[config.mk]
export PLATFORM = sky130hd
export DESIGN_NAME = draw_source_sequencer
export DESIGN_NICKNAME = d
export VERILOG_FILES = /design/src/rtl/draw_source_sequencer.sv
export SDC_FILE = /design/constraint.sdc
export NUM_CORES = 1
export LEC_CHECK = 0
export BUFFER_PORTS_ARGS = -buffer_cell sky130_fd_sc_hd__buf_2
export CAP_MARGIN = 30
export CORE_ASPECT_RATIO = 1.5
export CORE_MARGIN = 5
export CORE_UTILIZATION = 53
export DETAILED_ROUTE_END_ITERATION = 8
export PLACE_DENSITY = 0.76
export SYNTH_ARGS = -nofsm -noshare
export SYNTH_HDL_FRONTEND = slang
export SYNTH_SLANG_ARGS = --single-unit
[constraint.sdc]
create_clock -name clk -period 1.96 [get_ports clk]
set_input_delay 0.098 -clock clk [delete_from_list [all_inputs] [get_ports clk]]
set_output_delay 0.098 -clock clk [all_outputs]
set_load 0.05 [all_outputs]
[src/rtl/draw_source_sequencer.sv]
// draw_source_sequencer: hands the shared frame-buffer write bus to each enabled
// draw source in ascending ID order once per frame. Between two grants there is a
// one-cycle guard gap. A watchdog forces the bus onward if a source overstays its
// grant. A frame pulse that arrives mid-sequence aborts the sequence and restarts it.
module draw_source_sequencer #(
  parameter int NUM_SOURCES      = 3,
  parameter int SOURCE_SEL_ADDRW = 2,
  parameter int TIMEOUT_CYCLES   = 400000,
  parameter int OVR_CNT_W        = 8
) (
  input  logic                        clk,
  input  logic                        resetN,
  input  logic                        frame,
  input  logic [NUM_SOURCES-1:0]      src_enable,
  input  logic [NUM_SOURCES-1:0]      src_done,
  input  logic                        clear_status,
  output logic [SOURCE_SEL_ADDRW-1:0] write_source_sel,
  output logic                        write_awaited,
  output logic                        busy,
  output logic                        frame_done,
  output logic                        timeout_flag,
  output logic [OVR_CNT_W-1:0]        overrun_count
);

  localparam int WD_W = (TIMEOUT_CYCLES > 1) ? $clog2(TIMEOUT_CYCLES) : 1;
  localparam logic [WD_W-1:0] WD_MAX = WD_W'(TIMEOUT_CYCLES - 1);

  typedef enum logic [1:0] {IDLE, GRANT, GAP, DONE} state_t;

  state_t                      state_q, state_d;
  logic [SOURCE_SEL_ADDRW-1:0] sel_q, sel_d;
  logic                        awaited_q, awaited_d;
  logic                        busy_q, busy_d;
  logic                        frame_done_q, frame_done_d;
  logic                        timeout_q, timeout_d;
  logic [OVR_CNT_W-1:0]        ovr_q, ovr_d;
  logic [NUM_SOURCES-1:0]      en_q, en_d;
  logic [WD_W-1:0]             wd_q, wd_d;
  // Set by an aborted sequence: the following GAP restarts from the lowest enabled ID.
  logic                        restart_q, restart_d;

  logic                        done_sel;
  logic [SOURCE_SEL_ADDRW:0]   lo_pick, next_pick, rst_pick;

  // Returns {found, id} of the lowest set bit of mask at index >= start.
  function automatic logic [SOURCE_SEL_ADDRW:0] pick_from(
    input logic [NUM_SOURCES-1:0] mask,
    input int                     start
  );
    logic [SOURCE_SEL_ADDRW:0] r;
    r = '0;
    for (int i = NUM_SOURCES - 1; i >= 0; i--) begin
      if (mask[i] && (i >= start)) r = {1'b1, SOURCE_SEL_ADDRW'(i)};
    end
    return r;
  endfunction

  // Saturating increment: holds at the all-ones value.
  function automatic logic [OVR_CNT_W-1:0] sat_inc(input logic [OVR_CNT_W-1:0] v);
    return (&v) ? v : v + 1'b1;
  endfunction

  // Pick out the done bit of the source currently holding the bus.
  always_comb begin
    done_sel = 1'b0;
    for (int i = 0; i < NUM_SOURCES; i++) begin
      if (sel_q == SOURCE_SEL_ADDRW'(i)) done_sel = src_done[i];
    end
  end

  assign lo_pick   = pick_from(src_enable, 0);
  assign next_pick = pick_from(en_q, int'(sel_q) + 1);
  assign rst_pick  = pick_from(en_q, 0);

  // Next-state and registered-output logic for the grant sequencer.
  always_comb begin
    state_d      = state_q;
    sel_d        = sel_q;
    awaited_d    = awaited_q;
    busy_d       = busy_q;
    frame_done_d = 1'b0;
    timeout_d    = timeout_q;
    ovr_d        = ovr_q;
    en_d         = en_q;
    wd_d         = wd_q;
    restart_d    = restart_q;

    if ((state_q != IDLE) && frame) begin
      // Abort: drop the bus for one cycle, then restart with the new mask.
      ovr_d     = sat_inc(ovr_q);
      en_d      = src_enable;
      state_d   = GAP;
      restart_d = 1'b1;
      awaited_d = 1'b0;
      busy_d    = 1'b1;
      wd_d      = '0;
    end else begin
      case (state_q)
        IDLE: begin
          if (frame) begin
            en_d = src_enable;
            if (lo_pick[SOURCE_SEL_ADDRW]) begin
              state_d   = GRANT;
              sel_d     = lo_pick[SOURCE_SEL_ADDRW-1:0];
              awaited_d = 1'b1;
              busy_d    = 1'b1;
              wd_d      = '0;
            end else begin
              state_d      = DONE;
              frame_done_d = 1'b1;
              busy_d       = 1'b0;
            end
          end
        end
        GRANT: begin
          if (done_sel || (wd_q == WD_MAX)) begin
            state_d   = GAP;
            awaited_d = 1'b0;
            wd_d      = '0;
            if (!done_sel) timeout_d = 1'b1;
          end else begin
            wd_d = wd_q + 1'b1;
          end
        end
        GAP: begin
          restart_d = 1'b0;
          if (restart_q ? rst_pick[SOURCE_SEL_ADDRW] : next_pick[SOURCE_SEL_ADDRW]) begin
            state_d   = GRANT;
            sel_d     = restart_q ? rst_pick[SOURCE_SEL_ADDRW-1:0]
                                  : next_pick[SOURCE_SEL_ADDRW-1:0];
            awaited_d = 1'b1;
            busy_d    = 1'b1;
            wd_d      = '0;
          end else begin
            state_d      = DONE;
            frame_done_d = 1'b1;
            busy_d       = 1'b0;
          end
        end
        DONE: begin
          state_d   = IDLE;
          awaited_d = 1'b0;
        end
        default: state_d = IDLE;
      endcase
    end

    // Clearing the status wins over a same-cycle overrun or timeout.
    if (clear_status) begin
      timeout_d = 1'b0;
      ovr_d     = '0;
    end
  end

  // State and output registers; reset abandons any sequence in progress.
  always_ff @(posedge clk or negedge resetN) begin
    if (!resetN) begin
      state_q      <= IDLE;
      sel_q        <= '0;
      awaited_q    <= 1'b0;
      busy_q       <= 1'b0;
      frame_done_q <= 1'b0;
      timeout_q    <= 1'b0;
      ovr_q        <= '0;
      en_q         <= '0;
      wd_q         <= '0;
      restart_q    <= 1'b0;
    end else begin
      state_q      <= state_d;
      sel_q        <= sel_d;
      awaited_q    <= awaited_d;
      busy_q       <= busy_d;
      frame_done_q <= frame_done_d;
      timeout_q    <= timeout_d;
      ovr_q        <= ovr_d;
      en_q         <= en_d;
      wd_q         <= wd_d;
      restart_q    <= restart_d;
    end
  end

  assign write_source_sel = sel_q;
  assign write_awaited    = awaited_q;
  assign busy             = busy_q;
  assign frame_done       = frame_done_q;
  assign timeout_flag     = timeout_q;
  assign overrun_count    = ovr_q;

endmodule
==> run summary <==
result of the run: complete, but fails checks
violations in the final reports: negative setup slack
Worst Hold Class: in2reg
total design power: 2.98 mW
synthesis-to-finish area growth: 29.5%
vias after detailed routing: 2161
setup repair after global routing missed its margin: yes
Routed WL: 5.84 mm
GRT met2 Usage: 38.6%
Slew @ Worst Pin: 0.671 ns
delay-heaviest family, CP: simple AND/OR/NAND/NOR gates
placement-stage worst setup slack: -0.141 ns
placeable core area: 4170 µm²
number of antenna violations at the first check in global routing: 0
share of the cycle needed by the critical path after routing: 107%
Max Transition Viols Final: 0
sequential cell area in the final layout: 978 µm²
Leak Pwr: 1.29 nW
Site Rows: 29
commonest cells after routing, fill and taps aside: sky130_fd_sc_hd__dfrtp_1, sky130_fd_sc_hd__buf_4, sky130_fd_sc_hd__buf_2
worst max-slew margin expressed relative to the limit: 54.8%
fill cell total of the finished layout: 315
post-synthesis register bit count: 39
Async SR Flop Fraction: 100%
sum of overflow across all layers after global routing: 0
capturing instance or port of the critical path: state_q[0]
post-route setup TNS: -1.91 ns
average wire length per cell after detail routing: 16.4 µm
global-route track usage on met3: 3.24%
setup skew after layout: 0.00322 ns
IO Port Bufs: 23
Ys Warns: 0
largest fanout on the critical path: 6
number of search-and-repair iterations in the first detailed-routing pass: 4
worst flop-to-flop path endpoint: state_q[0]
arrival time at the worst endpoint: 2.27 ns
cell-by-cell trace of the critical path: or4b_1 > or4_4 > o21ba_4 > buf_6 > o31a_1
Routed Antenna Nets: 0
highest clock frequency the design can meet: 478 MHz
clock transition at the registers of the reported paths: 0.08 ns
category of the worst setup path launch point: flop
final period demand of the worst path: 2.09 ns
ANT cells: 0
sequential element share of the synthesized area: 43.2%
reported max-cap violation count: 0
Multi-input gate area: 1310 µm²
Critical Path Stages: 5
share of cells above drive strength 1: 31.3%
flop-to-flop setup slack: -0.13 ns
chip width: 63.3 µm
slowest cell on the critical path: sky130_fd_sc_hd__or4b_1
CTS buffer count: 5
Finished Core Util: 70.1%
critical path startpoint: wd_q[16]
most common library cell in the layout ignoring fill and taps: sky130_fd_sc_hd__dfrtp_1
number of global-route vias before repair: 2194
number of placed instances, taps included: 347
# H-tree levels: 2
drt initial violations: 115
met1 track demand over resource in global routing: 23.5%
critical path required time: 2.14 ns
Syn Area/Cell: 9.14 µm²
Overall Global Routing Usage: 21.6%
largest voltage drop on the vdd net: 0.884 mV
Final WS setup: -0.132 ns
source of the worst register-to-register timing path: wd_q[16]
buffers and inverters on the worst path: 1
detailed placer's ending HPWL: 4.42 mm
post-synthesis cell area: 2260 µm²
initial core utilization: 54.1%
net count of the finished layout: 325
first-pass GRT wire length: 10.1 mm
power density over cell area: 1020 nW/µm²
clock sink count: 39
die outline area: 5690 µm²
Root Driver: sky130_fd_sc_hd__clkbuf_8
boundary pin count: 24
worst setup path category: reg2reg
global route hottest layer: met2
clock tree from TritonCTS: done
number of cells produced by synthesis: 247
remaining design rule violation count: 0
Finish-stage setup viols: 23
slowest stage delay, CP: 0.53 ns
CP endpoint kind: flop
ys flop type: sky130_fd_sc_hd__dfrtp_1
Final Hold Viols: 0
clock insertion delay at the later pin of the skew report: 0.29 ns
Post-Layout Cell Count: 356
Post-synth EDFFs: 0
distinct cell type count of the synthesized netlist: 52
maximum clock insertion buffer count: 2
Mapped Nets: 263
logic depth of the worst register-to-register path: 5
vias per cell: 6.07
routability congestion estimate: 0.882
die height: 89.9 µm
largest net degree at the start of global routing: 25
==> power breakdown <==
group | switching, mW | internal [mW]
registers | 0.0950 | 0.903
logic | 0.839 | 0.608
clock network | 0.287 | 0.249
total | 1.22 | 1.76
==> cells by family (layout without fill, tap and decap cells) <==
logic type	Yosys count	after routing	share of synthesized area [%]
mux	6	6	2.88
fa+ha+maj	6	6	3.32
flops	39	39	43.2
compound gates	76	76	23.0
buf+inv	23	86	4.21
xor+xnor	6	6	2.33
simple gates	91	91	21.1
==> repair_timing <==
action / CTS / global route
gates cloned: 0 / 0
setup endpoints to repair: 23 / 23
hold buffers: 1 / 0
buffers inserted: 0 / 0
pin swaps: 8 / 3
hold endpoints to repair: 23 / 0
resized for setup: 13 / 8
==> sequential cells by signal, summed over array words and instances, names as in the netlist <==
register          cells
frame_done            1
en_q                  3
write_awaited         1
state_q               2
overrun_count         8
wd_q                 19
restart_q             1
write_source_sel      2
timeout_flag          1
busy                  1
==> per-stage QoR <==
stage	hold slack [ns]	area, µm²
after CTS	0.0590	2890
final	0.0638	2920
after global placement	0.114	2740
after detailed placement	0.110	2740
after global routing	0.0736	2920
after floorplan	-0.198	2300
==> metal layers <==
metal  wire length, µm  up-vias
met5                 0        -
met4               226        0
met3               209       19
met2              3190       58
met1              2220     1037
li1                  -     1047
==> worst min-delay path by stage <==
stage,startpoint,end,cells after the start
floorplan,resetN,busy,0
global placement,resetN,en_q[2],1
detailed placement,resetN,en_q[1],1
CTS,src_enable[2],en_q[2],3
global route,clear_status,timeout_flag,2
finish,src_enable[2],en_q[2],3
==> final cells by class <==
class | instances | share of cell area [%]
Timing Repair Buffer | 62 | 14.8
Tap cell | 46 | 1.97
Inverter | 16 | 2.05
Sequential cell | 39 | 33.5
Multi-Input combinational cell | 185 | 44.8
Clock inverter | 2 | 0.428
Clock buffer | 6 | 2.48
==> synthesized netlist by cell type (2+ instances only) <==
cell                        instances  area share, %
sky130_fd_sc_hd__a21oi_1           14            3.1
sky130_fd_sc_hd__nand3_1           13            2.9
sky130_fd_sc_hd__a22o_1             3            1.2
sky130_fd_sc_hd__ha_1               6            3.3
sky130_fd_sc_hd__a211oi_1           2           0.66
sky130_fd_sc_hd__clkbuf_1           4           0.66
sky130_fd_sc_hd__nor3_1             8            1.8
sky130_fd_sc_hd__inv_1             16            2.7
sky130_fd_sc_hd__nand2b_1           4            1.1
sky130_fd_sc_hd__o31ai_1            7            2.3
sky130_fd_sc_hd__dfrtp_1           39             43
sky130_fd_sc_hd__o32ai_1            2           0.78
sky130_fd_sc_hd__and2_1             2           0.55
sky130_fd_sc_hd__o21ai_1            5            1.1
sky130_fd_sc_hd__nor2b_1            6            1.7
sky130_fd_sc_hd__or4_1              4            1.3
sky130_fd_sc_hd__o2bb2a_1           2           0.89
sky130_fd_sc_hd__nand4_1            7            1.9
sky130_fd_sc_hd__xor2_1             5            1.9
sky130_fd_sc_hd__o41ai_1            3            1.2
sky130_fd_sc_hd__nand2_1           13            2.2
sky130_fd_sc_hd__nor4_1             3           0.83
sky130_fd_sc_hd__mux2_2             4            2.0
sky130_fd_sc_hd__mux2i_1            2           0.89
sky130_fd_sc_hd__o21ai_0           16            3.5
sky130_fd_sc_hd__and3_1             3           0.83
sky130_fd_sc_hd__o22ai_1            2           0.55
sky130_fd_sc_hd__a21o_1             4            1.3
sky130_fd_sc_hd__o2bb2ai_1          5            1.9
sky130_fd_sc_hd__nor2_1            21            3.5
==> tightest hold or removal path, cell delays in order <==
cell	delay, ns
sky130_fd_sc_hd__buf_2	0.11
sky130_fd_sc_hd__nand2_1	0.05
sky130_fd_sc_hd__o21ai_0	0.06
No activity file was read; power rests on OpenSTA's default activity.
